<file path="config.mk">
export PLATFORM = sky130hd
export DESIGN_NAME = regfile_mp
export DESIGN_NICKNAME = d
export VERILOG_FILES = /design/src/rtl/regfile_mp.sv
export SDC_FILE = /design/constraint.sdc
export NUM_CORES = 1
export LEC_CHECK = 0
export ABC_CLOCK_PERIOD_IN_PS = 3900
export BUFFER_PORTS_ARGS = -buffer_cell sky130_fd_sc_hd__buf_2
export CAP_MARGIN = 20
export CELL_PAD_IN_SITES_DETAIL_PLACEMENT = 0
export CELL_PAD_IN_SITES_GLOBAL_PLACEMENT = 1
export CORE_UTILIZATION = 41
export DETAILED_ROUTE_END_ITERATION = 16
export GPL_TIMING_DRIVEN = 0
export HOLD_SLACK_MARGIN = 0.05
export PLACE_DENSITY = 0.66
export SLEW_MARGIN = 15
export SYNTH_ARGS = -nofsm -noshare
export SYNTH_HDL_FRONTEND = slang
export SYNTH_SLANG_ARGS = --single-unit
</file>
<file path="constraint.sdc">
create_clock -name clk -period 3.9 [get_ports clk]
set_clock_uncertainty 0.1 [all_clocks]
set_input_delay 0.585 -clock clk [delete_from_list [all_inputs] [get_ports clk]]
set_output_delay 0.585 -clock clk [all_outputs]
set_load 0.02 [all_outputs]
</file>
<file path="src/rtl/regfile_mp.sv">
// rtl/regfile_mp.sv - multi-port register file with write bypass and reset-driven clear sequencer
module regfile_mp #(
    parameter int W        = 32,
    parameter int AW       = 5,
    parameter int NR       = 2,
    parameter int BYPASS   = 1,
    parameter int ZERO_REG = 1
) (
    input  logic              clk,
    input  logic              reset,
    input  logic              we3,
    input  logic [AW-1:0]     a3,
    input  logic [W-1:0]      wd3,
    input  logic [NR*AW-1:0]  ra,
    output logic [NR*W-1:0]   rd,
    output logic              ready
);

    localparam int DEPTH = 2 ** AW;

    typedef enum logic {
        CLEAR,
        RUN
    } state_t;

    state_t        state;
    state_t        state_nxt;
    logic [AW-1:0] clr_idx;
    logic [AW-1:0] clr_idx_nxt;
    logic          ready_nxt;
    logic          clr_last;
    logic          wr_en;
    logic [W-1:0]  rf [DEPTH];

    assign clr_last = (clr_idx == AW'(DEPTH - 1));
    assign wr_en    = we3 && !((ZERO_REG != 0) && (a3 == '0));

    always_ff @(posedge clk) begin
        if (reset) begin
            state   <= CLEAR;
            clr_idx <= '0;
            ready   <= 1'b0;
        end else begin
            state   <= state_nxt;
            clr_idx <= clr_idx_nxt;
            ready   <= ready_nxt;
        end
    end

    // The index holds at DEPTH-1 once the sweep finishes, so there is no second pass.
    always_comb begin
        state_nxt   = state;
        clr_idx_nxt = clr_idx;
        ready_nxt   = ready;
        case (state)
            CLEAR: begin
                if (clr_last) begin
                    state_nxt = RUN;
                    ready_nxt = 1'b1;
                end else begin
                    clr_idx_nxt = clr_idx + 1'b1;
                end
            end
            RUN: begin
                ready_nxt = 1'b1;
            end
            default: begin
                state_nxt = CLEAR;
            end
        endcase
    end

    always_ff @(posedge clk) begin
        if (!reset) begin
            if (state == CLEAR) begin
                rf[clr_idx] <= '0;
            end else if (wr_en) begin
                rf[a3] <= wd3;
            end
        end
    end

    // Zero register outranks the bypass; everything reads 0 until the clear completes.
    for (genvar i = 0; i < NR; i++) begin : g_rd
        logic [AW-1:0] rai;
        logic [W-1:0]  rdi;

        assign rai = ra[i*AW +: AW];

        always_comb begin
            rdi = rf[rai];
            if (state == CLEAR) begin
                rdi = '0;
            end else if ((ZERO_REG != 0) && (rai == '0)) begin
                rdi = '0;
            end else if ((BYPASS != 0) && we3 && (a3 == rai)) begin
                rdi = wd3;
            end
        end

        assign rd[i*W +: W] = rdi;
    end

endmodule

</file>
Word-level counts from Yosys, hierarchy flattened:

Memories as Yosys holds them, arrays and structs flattened.
Cells that the tools add are included.

* logic and storage cells: 40
* register bits after elaboration: 7
* memory bits (read-only): 0
* bits in writable memories: 1024
* bits in latches: 0
* bits of input ports: 50
* memories: 1

Memory list
* rf: depth 32, bits a word 32, read ports 2, clocked after Yosys merged registers in 0, wr ports 1, line 33 `logic [W-1:0] rf [DEPTH];`

* div/mod/pow operators: 0
* reductions and logical operators: 9
* $lt $le $gt $ge: 0
* multiply operators: 0
* $add $sub $neg: 1
* muxes and demuxes: 20
* eq/ne operators: 4
* shifts and indexed selects: 0
* bitwise operators: 2

Operator list (number)
* 32-bit 2-to-1 mux: 7
* 32-bit OR reduction: 1
* 5-bit logical NOT: 3
* 1-bit 2-to-1 mux: 11
* 5-bit equality test: 2
* 5-bit by 1-bit adder with 5-bit output (second input constant): 1
* 5-bit equality test (second input constant): 1
* 5-bit 2-to-1 mux: 1
* 1-bit logical AND: 3
* 2-bit inequality test (second input constant): 1
* 1-bit inverter: 2
* 1-bit one-hot mux with 2 select lines: 1
* 2-bit AND reduction: 1
* 1-bit logical NOT: 1

Depth between registers and ports, before layout:

Gate-level depths: netlist of the first run.

* depth in word-level cells: 9
* depth in mapped cells: 10

Least setup slack after synthesis of the first run:

OpenSTA, ideal clock, no wires.

* path kind: in2reg
* start point: input a3[1]
* end point: memory rf[13][0], enable pin
* cell stages on the path: 7
* arrival: 3193 ps
* setup time: 421 ps
* slack: 186 ps
* cell sequence: clkbuf_1 > nor4_1 > a21oi_2 > clkbuf_1 > o21ai_0 > nand4_1 > nor2_1

* cells in the longest elaborated chain, start to end: 9
* elaborated cells between the ends (all ways): 10
* those cells by class: mux (6); reduce/logical (4)

RTL lines
* from (decl): line 12 `input logic [AW-1:0] a3,`
* 5-bit logical NOT: line 36 `assign wr_en = we3 && !((ZERO_REG != 0) && (a3 == '0));`
* 1-bit logical NOT: line 36
* 1-bit logical AND: line 36
* 1-bit 2-to-1 mux: line 77 `end else if (wr_en) begin`
* 1-bit 2-to-1 mux: line 75 `if (state == CLEAR) begin`
* 1-bit 2-to-1 mux: line 74 `if (!reset) begin`
* 1-bit 2-to-1 mux (implied by the code): line 78 `rf[a3] <= wd3;`
* 32-bit OR reduction (no line)
* 5-bit 2-to-1 mux (no line) / 1-bit 2-to-1 mux (equally long branches)
* to (decl): line 33

Several ways; a longest one is shown, not always the timed one.

Worst setup path in the final report of the first run:

* start point: input ra[6]
* end point: output rd[63]

* cells in the longest elaborated chain, start to end: 5
* elaborated cells between the ends (all ways): 7
* those cells by class: eq/ne (1); mux (3); reduce/logical (2); memory (1)

RTL lines
* from (decl): line 14 `input logic [NR*AW-1:0] ra,`
* branches (longest 3 deep; another with memory 32 x 32 bit)
* 32-bit 2-to-1 mux (*): line 94 `end else if ((ZERO_REG != 0) && (rai == '0)) begin`
* 32-bit 2-to-1 mux (*): line 92 `if (state == CLEAR) begin`
* to (decl): line 15 `output logic [NR*W-1:0] rd,`

Mark *: on every way between the ends.

==> results.md, run 1 <==
- After the last flow step, the layout net total stands at 3207.
- After detailed routing, the number of vias per cell comes to 6.88.
- The cell with the most instances after synthesis is sky130_fd_sc_hd__edfxtp_1.
- The count of input and output buffers is 104.
- The number of placement rows is 126.
- By area, the combinational part of the netlist is dominated by multiplexers.
- After the first detailed-routing iteration, the DRC count stood at 5097.
- The leakage power figure is 0.0179 uW.
- Across every metal layer, demand over resource in global routing totals 0.330.
- The floorplan step set the die height to 349 um.
- At the pin with the least slew margin, the transition time is 1.21 ns.
- The count of filler cells inserted in the layout is 9904.
- The max-cap violation count is 0.
- The share of the synthesized netlist area taken by xor and xnor gates is 0.00230.
- The library cell appearing most often on the critical path is sky130_fd_sc_hd__buf_2.
- The fraction of the cycle the final worst path needs is 1.03.
- The global-route wire length before repair is 272 mm.
- The layout overhead on the synthesized area is 17.1%.
- The maximum number of pins on one net before global-route repair is 33.
- In the routed design, unresolved DRC markers number 0.
- The nature of the critical path endpoint is a primary output.
- The total of warnings raised by yosys is 0.
- Global routing finished with a remaining overflow of 0.
- The achievable clock frequency is 0.250 GHz.
- The minimum clock period after layout is 4.00 ns.
- Among all flip-flop cells after synthesis, the most frequent one is sky130_fd_sc_hd__edfxtp_1.
- Yosys mapped a number of flops with a built-in enable equal to 1024.
- For the worst setup path, the data arrival time is 3.32 ns.
- The number of global-route vias before repair is 33400.
- Among all stages on the critical path, the largest delay is contributed by sky130_fd_sc_hd__clkbuf_2.
- The footprint of the multi-input gates is 18000 sq um.
- The post-synthesis mux area share is 0.243.
- The number of pins with negative max-slew slack in the final report is 0.
- The number of nets handed over by synthesis was 2933.
- Of the cells placed in the final design, the portion with a size suffix greater than 1 is 0.326.
- Registers take 30900 sq um.
- The run finished, with violations left.
- The share of the synthesized area in the top cell type is 0.622.
- The number of antenna violations at the first check in global routing came to 10.
- Setup violations remaining at the end of the flow were counted as 25.
- The critical path buffer and inverter count is 4.
- After technology mapping, the gate count stands at 2881.
- The critical path goes through buf_2 -> buf_2 -> clkbuf_2 -> mux4_2 -> and2_1 -> o221ai_1 -> a31oi_2 -> buf_2.
- The CTS buffer count is 110.
- Setup slack on the critical path of the routed design comes to -0.101 ns.
- Buffers inserted to repair hold after CTS numbered 0.
- The commonest cells after synthesis are 1024 x sky130_fd_sc_hd__edfxtp_1, 413 x sky130_fd_sc_hd__mux2i_1, 320 x sky130_fd_sc_hd__mux4_2.
- On the critical path the largest part of the delay comes from buffers and inverters.
- The synthesized-area fraction occupied by and/or/nand/nor cells is 0.0258.
- In this run the tightest slew margin relative to its limit is 0.196.
- The adder-cell share of the synthesized area is 0.000507.
- Power spread over the standard cell area amounts to 425 nW/um^2.
- The delay of the slowest cell on the worst path is 0.61 ns.
- The average wire length per cell after detail routing is 41.8 um.
- The total routed wirelength is 203 mm.
- The clock-pin transition on the worst setup and hold timing paths is 0.07 ns.
- The total negative slack for setup checks is -1.12 ns.
- The HPWL after detailed placement is 140 mm.
- Clock tree synthesis found a total of 1031 sinks.
- The fraction of the yosys area taken by sequential cells is 0.625.
- The proportion of register bits with asynchronous set or reset after synthesis is 0.
- The TritonCTS clock tree is yes.
- In this run the worst hold path is classified as input port to register.
- After synthesis the cells add up to 49400 sq um.
- The count of boundary I/O pins is 115.
- The required time at the endpoint of the critical path is 3.21 ns.
- The post-synthesis compound-gate area fraction is 0.0742.
- The synthesized netlist contains 56 unique library cells.
- The area of the die is 122000 sq um.
- In the post-synthesis netlist, the biggest area contributors are sky130_fd_sc_hd__edfxtp_1 62%, sky130_fd_sc_hd__mux4_2 15%, sky130_fd_sc_hd__mux2i_1 8.4%.
- Along the worst path, the maximum fanout reaches 10.
- Once detail routing completed, the nets flagged for antenna violations numbered 0.
- The largest area contributor in the synthesized netlist is sky130_fd_sc_hd__edfxtp_1.
- The clock latency reported for the late side of the worst-skew pair is 0.73 ns.
- The worst setup path is launched from an input port.
- In this run the mean area of a mapped cell was 17.1 sq um.
- IR analysis of the VDD net gives a maximum drop of 0.000361 V.
- The clock passes through at most 3 buffers.
- The maximum level of the CTS H-tree is 3.
- The first detailed-routing pass ran for 6 iterations.
- The die span in x is 349 um.
- The critical path is of the input port to primary output type.
- The overall power after layout is 24600 uW.
- The checks that failed: setup timing.
- The number of register bits inferred by synthesis is 1031.
- The total count of hold-check failures in the final report is 0.
- The initial utilization of the core area, before any placement, comes to 0.416.
- The clock root buffer is sky130_fd_sc_hd__clkbuf_16.
- The routability-driven placement congestion ratio is 0.953.
- Detailed routing inserted a total of 33400 vias.
- The floorplan step defined a core boundary enclosing 119000 sq um.
area by class of cell:
cell class / instances / area share
repair buffers: 168 / 0.0317
multi-input cells: 1599 / 0.311
diodes: 6 / 0.000260
inverters: 5 / 0.000325
clock buffers: 140 / 0.0512
plain buffers: 240 / 0.0286
clock inverters: 59 / 0.00846
well taps: 1600 / 0.0346
flip-flops and latches: 1031 / 0.534
cells by family (layout without fill, tap and decap cells):
group	count (synthesis)	count (layout)
DFF	1031	1031
muxes	793	793
AOI/OAI and AO/OA	533	533
and+or+nand+nor	258	258
buffers and inverters	251	612
xor gates and xnor gates	13	13
adders and majority gates	2	2
other	0	6
flip-flops by register name (all words and copies together) (netlist names):
name / cells
clr_idx: 5
ready: 1
rf: 1024
state: 1
routing by layer:
layer,vias to the layer above,share of wire,track usage
met1,17600,0.36,0.412
met2,2591,0.45,0.499
met3,511,0.12,0.103
met4,4,0.069,0.208
li1,12700,-,-
met5,-,0.00021,0
layout by cell type (no fill, tap or decap), types with 10 or more instances in the layout:
cell type / instances
sky130_fd_sc_hd__nand3_1: 11
sky130_fd_sc_hd__clkinv_1: 21
sky130_fd_sc_hd__clkinv_2: 22
sky130_fd_sc_hd__buf_6: 44
sky130_fd_sc_hd__clkbuf_4: 24
sky130_fd_sc_hd__nand2_1: 75
sky130_fd_sc_hd__buf_4: 54
sky130_fd_sc_hd__and2_2: 26
sky130_fd_sc_hd__mux2_2: 60
sky130_fd_sc_hd__a41oi_2: 11
sky130_fd_sc_hd__buf_12: 37
sky130_fd_sc_hd__a31oi_1: 54
sky130_fd_sc_hd__o221ai_1: 40
sky130_fd_sc_hd__clkbuf_2: 55
sky130_fd_sc_hd__mux4_2: 320
sky130_fd_sc_hd__o221ai_2: 25
sky130_fd_sc_hd__and2_1: 19
sky130_fd_sc_hd__clkbuf_1: 57
sky130_fd_sc_hd__buf_2: 134
sky130_fd_sc_hd__o22ai_1: 80
sky130_fd_sc_hd__o21ai_0: 132
sky130_fd_sc_hd__buf_16: 16
sky130_fd_sc_hd__a41oi_1: 21
sky130_fd_sc_hd__a22o_1: 23
sky130_fd_sc_hd__mux2i_1: 413
sky130_fd_sc_hd__a22oi_1: 60
sky130_fd_sc_hd__xor2_1: 10
sky130_fd_sc_hd__clkbuf_16: 113
sky130_fd_sc_hd__nor2_1: 23
sky130_fd_sc_hd__edfxtp_1: 1024
sky130_fd_sc_hd__nor2b_1: 30
sky130_fd_sc_hd__nor2_4: 33
sky130_fd_sc_hd__a21oi_1: 12
metrics by stage:
step           instance area, sq um  utilization  worst slack [ns]  cells  hold WS [ns]
2_1_floorplan                 49400            -             0.186   2881         0.458
3_3_place_gp                  51900        0.437             -2.79   4585         0.374
3_5_place_dp                  53500        0.451             -1.10   4648         0.391
4_1_cts                       57600        0.486           0.00142   4841         0.224
5_1_grt                       57800        0.487          -0.00172   4842         0.266
6_report                      57800        0.487            -0.101   4848         0.232
repair_timing:
item / CTS / global route
resized for setup: 223 / 62
pin swaps: 0 / 1
hold endpoints to repair: 0 / 0
buffers inserted: 0 / 0
endpoints found under the setup margin: 1008 / 448
path summary, 6_finish.rpt:
check	startpoint	endpoint	slack, ns	depth (start not counted)
min reg2reg	ready	ready	0.43	2
min	reset	clr_idx[2]	0.23	3
max	ra[6]	rd[63]	-0.10	8
max reg2reg	state	rf[10][24]	0.15	7
report_power, final:
part	internal, uW	switching, uW	leakage (uW)
combinational	733	1470	0.00802
sequential	12100	31.7	0.00821
clock	5740	4530	0.00170
worst min-delay path, cell delays in order:
cell and delay, ns:
sky130_fd_sc_hd__buf_2 0.11, sky130_fd_sc_hd__clkbuf_1 0.20, sky130_fd_sc_hd__nor2_1 0.14
Power figures use the tool's default switching activity.
==> inputs of run 2 (changes only) <==
--- a/config.mk
+++ b/config.mk
@@ -14,7 +14,7 @@
 export DETAILED_ROUTE_END_ITERATION = 16
 export GPL_TIMING_DRIVEN = 0
 export HOLD_SLACK_MARGIN = 0.05
-export PLACE_DENSITY = 0.66
+export PLACE_DENSITY_LB_ADDON = 0.15
 export SLEW_MARGIN = 15
 export SYNTH_ARGS = -nofsm -noshare
 export SYNTH_HDL_FRONTEND = slang
==> run 2 against run 1 <==
  * The run still ends with setup timing left
  * Cell area rose by 0.58%
  * Flip-flop and latch count is the same
  * Non-clock buffer count up 13
  * First-iteration DRC count decreased by 10%
  * Hold slack gained 0.010 ns
  * Clock power grew 6%
  * Utilization increased by 0.28 points
  * Routed wire length rose by 1.0%
  * Global-route usage rose by 0.45 points
  * Via count decreased by 0.98%
  * Die area did not move
  * Sequential share of layout area shrank 0.31 points
==> results.md, run 2 (same netlist as run 1, synthesis figures left out) <==
- The flow ran to the end, but the final reports show violations.
- The checks that failed: setup timing.
- The end-of-flow core utilization is 0.490.
- The clock-pin transition on the worst setup and hold timing paths is 0.06 ns.
- The clock latency reported for the late side of the worst-skew pair is 0.70 ns.
- The number of placement rows is 126.
- In this run the most critical hold path is launched from reset.
- The average wire length per cell after detail routing is 42.0 um.
- After the last flow step, the layout net total stands at 3224.
- The post-route antenna net violation count is 0.
- The number of cells in the finished layout apart from fillers is 4876.
- For the pin with the worst max-slew slack, the measured transition is 1.39 ns.
- In the final layout, the share of cells above drive strength 1 is 0.322.
- The count of boundary I/O pins is 115.
- Traced cell by cell, the critical path runs through buf_2 -> buf_4 -> inv_1 -> nor2_4 -> buf_2 -> a221oi_1 -> a31oi_2 -> buf_2.
- In the layout the commonest cells are 1024 x sky130_fd_sc_hd__edfxtp_1, 413 x sky130_fd_sc_hd__mux2i_1, 320 x sky130_fd_sc_hd__mux4_2, 135 x sky130_fd_sc_hd__buf_2, 133 x sky130_fd_sc_hd__o21ai_0.
- The setup slack of the worst register-to-register path is 0.16 ns.
- The first global-routing pass estimated 275 mm of wire.
- The layout overhead on the synthesized area is 17.7%.
- The total count of hold-check failures in the final report is 0.
- The detailed-route DRC error count is 0.
- The count of placed standard cells including taps is 4661.
- The number of global-route vias before repair is 32800.
- The worst hold path terminates at state.
- The number of cells on the worst reg-to-reg path is 8.
- In the routed layout, each cell is associated on average with a via count of 6.78.
- Based on the critical path, the design can be clocked at up to 0.247 GHz.
- The maximum level of the CTS H-tree is 3.
- The source of the worst register-to-register timing path is state.
- The critical path buffer and inverter count is 5.
- The library cell used most frequently in the layout, excluding fill and tap cells, is sky130_fd_sc_hd__edfxtp_1.
- For this design, the slowest cell found on the critical path is sky130_fd_sc_hd__buf_2.
- Ranked by flip-flop count, first place goes to rf.
- The worst hold path belongs to the class input port to register.
- The worst hold path passes through 3 cells.
- In this run, CTS created clock tree buffers numbering 114.
- Clock tree synthesis selected as its root buffer the cell sky130_fd_sc_hd__clkbuf_16.
- In this run the power density over the cells is 433 nW/um^2.
- In this design, the critical path's most frequently occurring cell is sky130_fd_sc_hd__buf_2.
- Data on the critical path arrives at its endpoint at 3.37 ns.
- Counting along the longest clock path gives a buffer depth of 3.
- The total congestion overflow after global routing is 0.
- The number of detailed-route iterations in the first pass is 6.
- The height of the die is 349 um.
- The final worst-path setup slack is -0.156 ns.
- TritonCTS built the clock tree.
- The largest registers in the layout are rf (1024), clr_idx (5).
- The count of input and output buffers is 104.
- The family of cells with the greatest summed delay on the critical path is buffers and inverters.
- The core outline area is 119000 sq um.
- The worst setup path is launched from an input port.
- Across the VDD grid, the largest voltage drop is 0.000391 V.
- The routability-driven placement congestion ratio is 0.942.
- The number of logic stages on the critical path including buffering is 8.
- The number of vias in the routed layout is 33000.
- The number of pins with negative max-slew slack in the final report is 0.
- The reg-to-reg endpoint is rf[17][29].
- Fill cells in the final layout number 9861.
- The analysis attributes to cell leakage a power of 0.0181 uW.
- The area of the die is 122000 sq um.
- The fraction of the cycle the final worst path needs is 1.04.
- The required time at the endpoint of the critical path is 3.21 ns.
- The count of clock tree sinks is 1031.
- The nature of the critical path endpoint is a primary output.
- The number of antenna violations at the first check in global routing was 6.
- The delay of the slowest cell on the worst path is 0.58 ns.
- The final setup violation count is 28.
- The worst relative slew slack is 0.0724.
- Summed over all nets, the half-perimeter wirelength after detailed placement is 143 mm.
- After layout, the minimum clock period comes to 4.06 ns.
- In the global route stage, overall resource usage came out at 0.335.
- The total routed wirelength is 205 mm.
- The die is 349 um wide.
- For this block, the initial DRC count from the detailed router was 4574.
- The critical path is of the input port to primary output type.
- The initial core utilization is 0.416.
- The largest fanout on the critical path is 10.
- Entering global routing, the biggest net connects 33 pins.
- The register with the most flip-flops in the layout has 1024 of them.
- Across the run, the number of max-cap violations was 0.
==> run 2: how the worst max path moves through the flow <==
| stage | from | endpoint |
|---|---|---|
| finish | ra[7] | rd[63] |
| floorplan | a3[1] | rf[13][0] |
| global route | ra[6] | rd[39] |
| detailed placement | ra[2] | rd[8] |
| global placement | a3[1] | rf[22][25] |
| CTS | ra[6] | rd[42] |
==> run 2: per-layer routing <==
metal	routed length, um	up-vias	global-route usage
met5	26	-	0
met4	12700	4	0.176
met3	22900	433	0.0971
met2	91600	2264	0.506
met1	77800	17600	0.437
li1	-	12700	-
==> run 2: what timing repair did <==
item,4_1_cts,5_1_grt
hold buffers,0,0
pin swaps,1,2
gates resized for setup,198,44
setup endpoints to repair,672,439
buffers inserted,0,0
==> run 2: worst min-delay path, delay by kind of cell <==
family / cells / cell delay [ns]
buffers and inverters: 2 / 0.29
and+or+nand+nor: 1 / 0.13
==> run 2: area by class of cell <==
class                      instances  area (sq um)  share of cell area
antenna                            8          20.0            0.000344
inverter                           5          18.8            0.000323
clock inverter                    83           731              0.0126
timing repair buffer             181          2140              0.0369
sequential                      1031         30900               0.531
buffer                           240          1610              0.0276
multi-input combinational       1599         17800               0.306
tap                             1600          2000              0.0344
clock buffer                     129          2950              0.0508
==> run 2: report_power, final <==
group	internal, uW	leakage (uW)	total (uW)	switching, uW
Sequential	12100	0.00821	12100	31.1
Combinational	734	0.00811	2200	1470
Clock	6200	0.00179	10900	4660
==> run 2: stage by stage <==
stage	worst slack (ns)	cell area (sq um)	hold slack, ns	TNS [ns]	power [uW]
after global routing	-0.0488	58100	0.269	-0.0963	25600
after global placement	-2.71	51900	0.366	-2551.68	14300
after CTS	-0.0462	58000	0.225	-0.0639	25100
after floorplan	0.186	49400	0.458	0	13400
final	-0.156	58200	0.242	-1.12	25200
after detailed placement	-1.14	53800	0.377	-374.93	14400
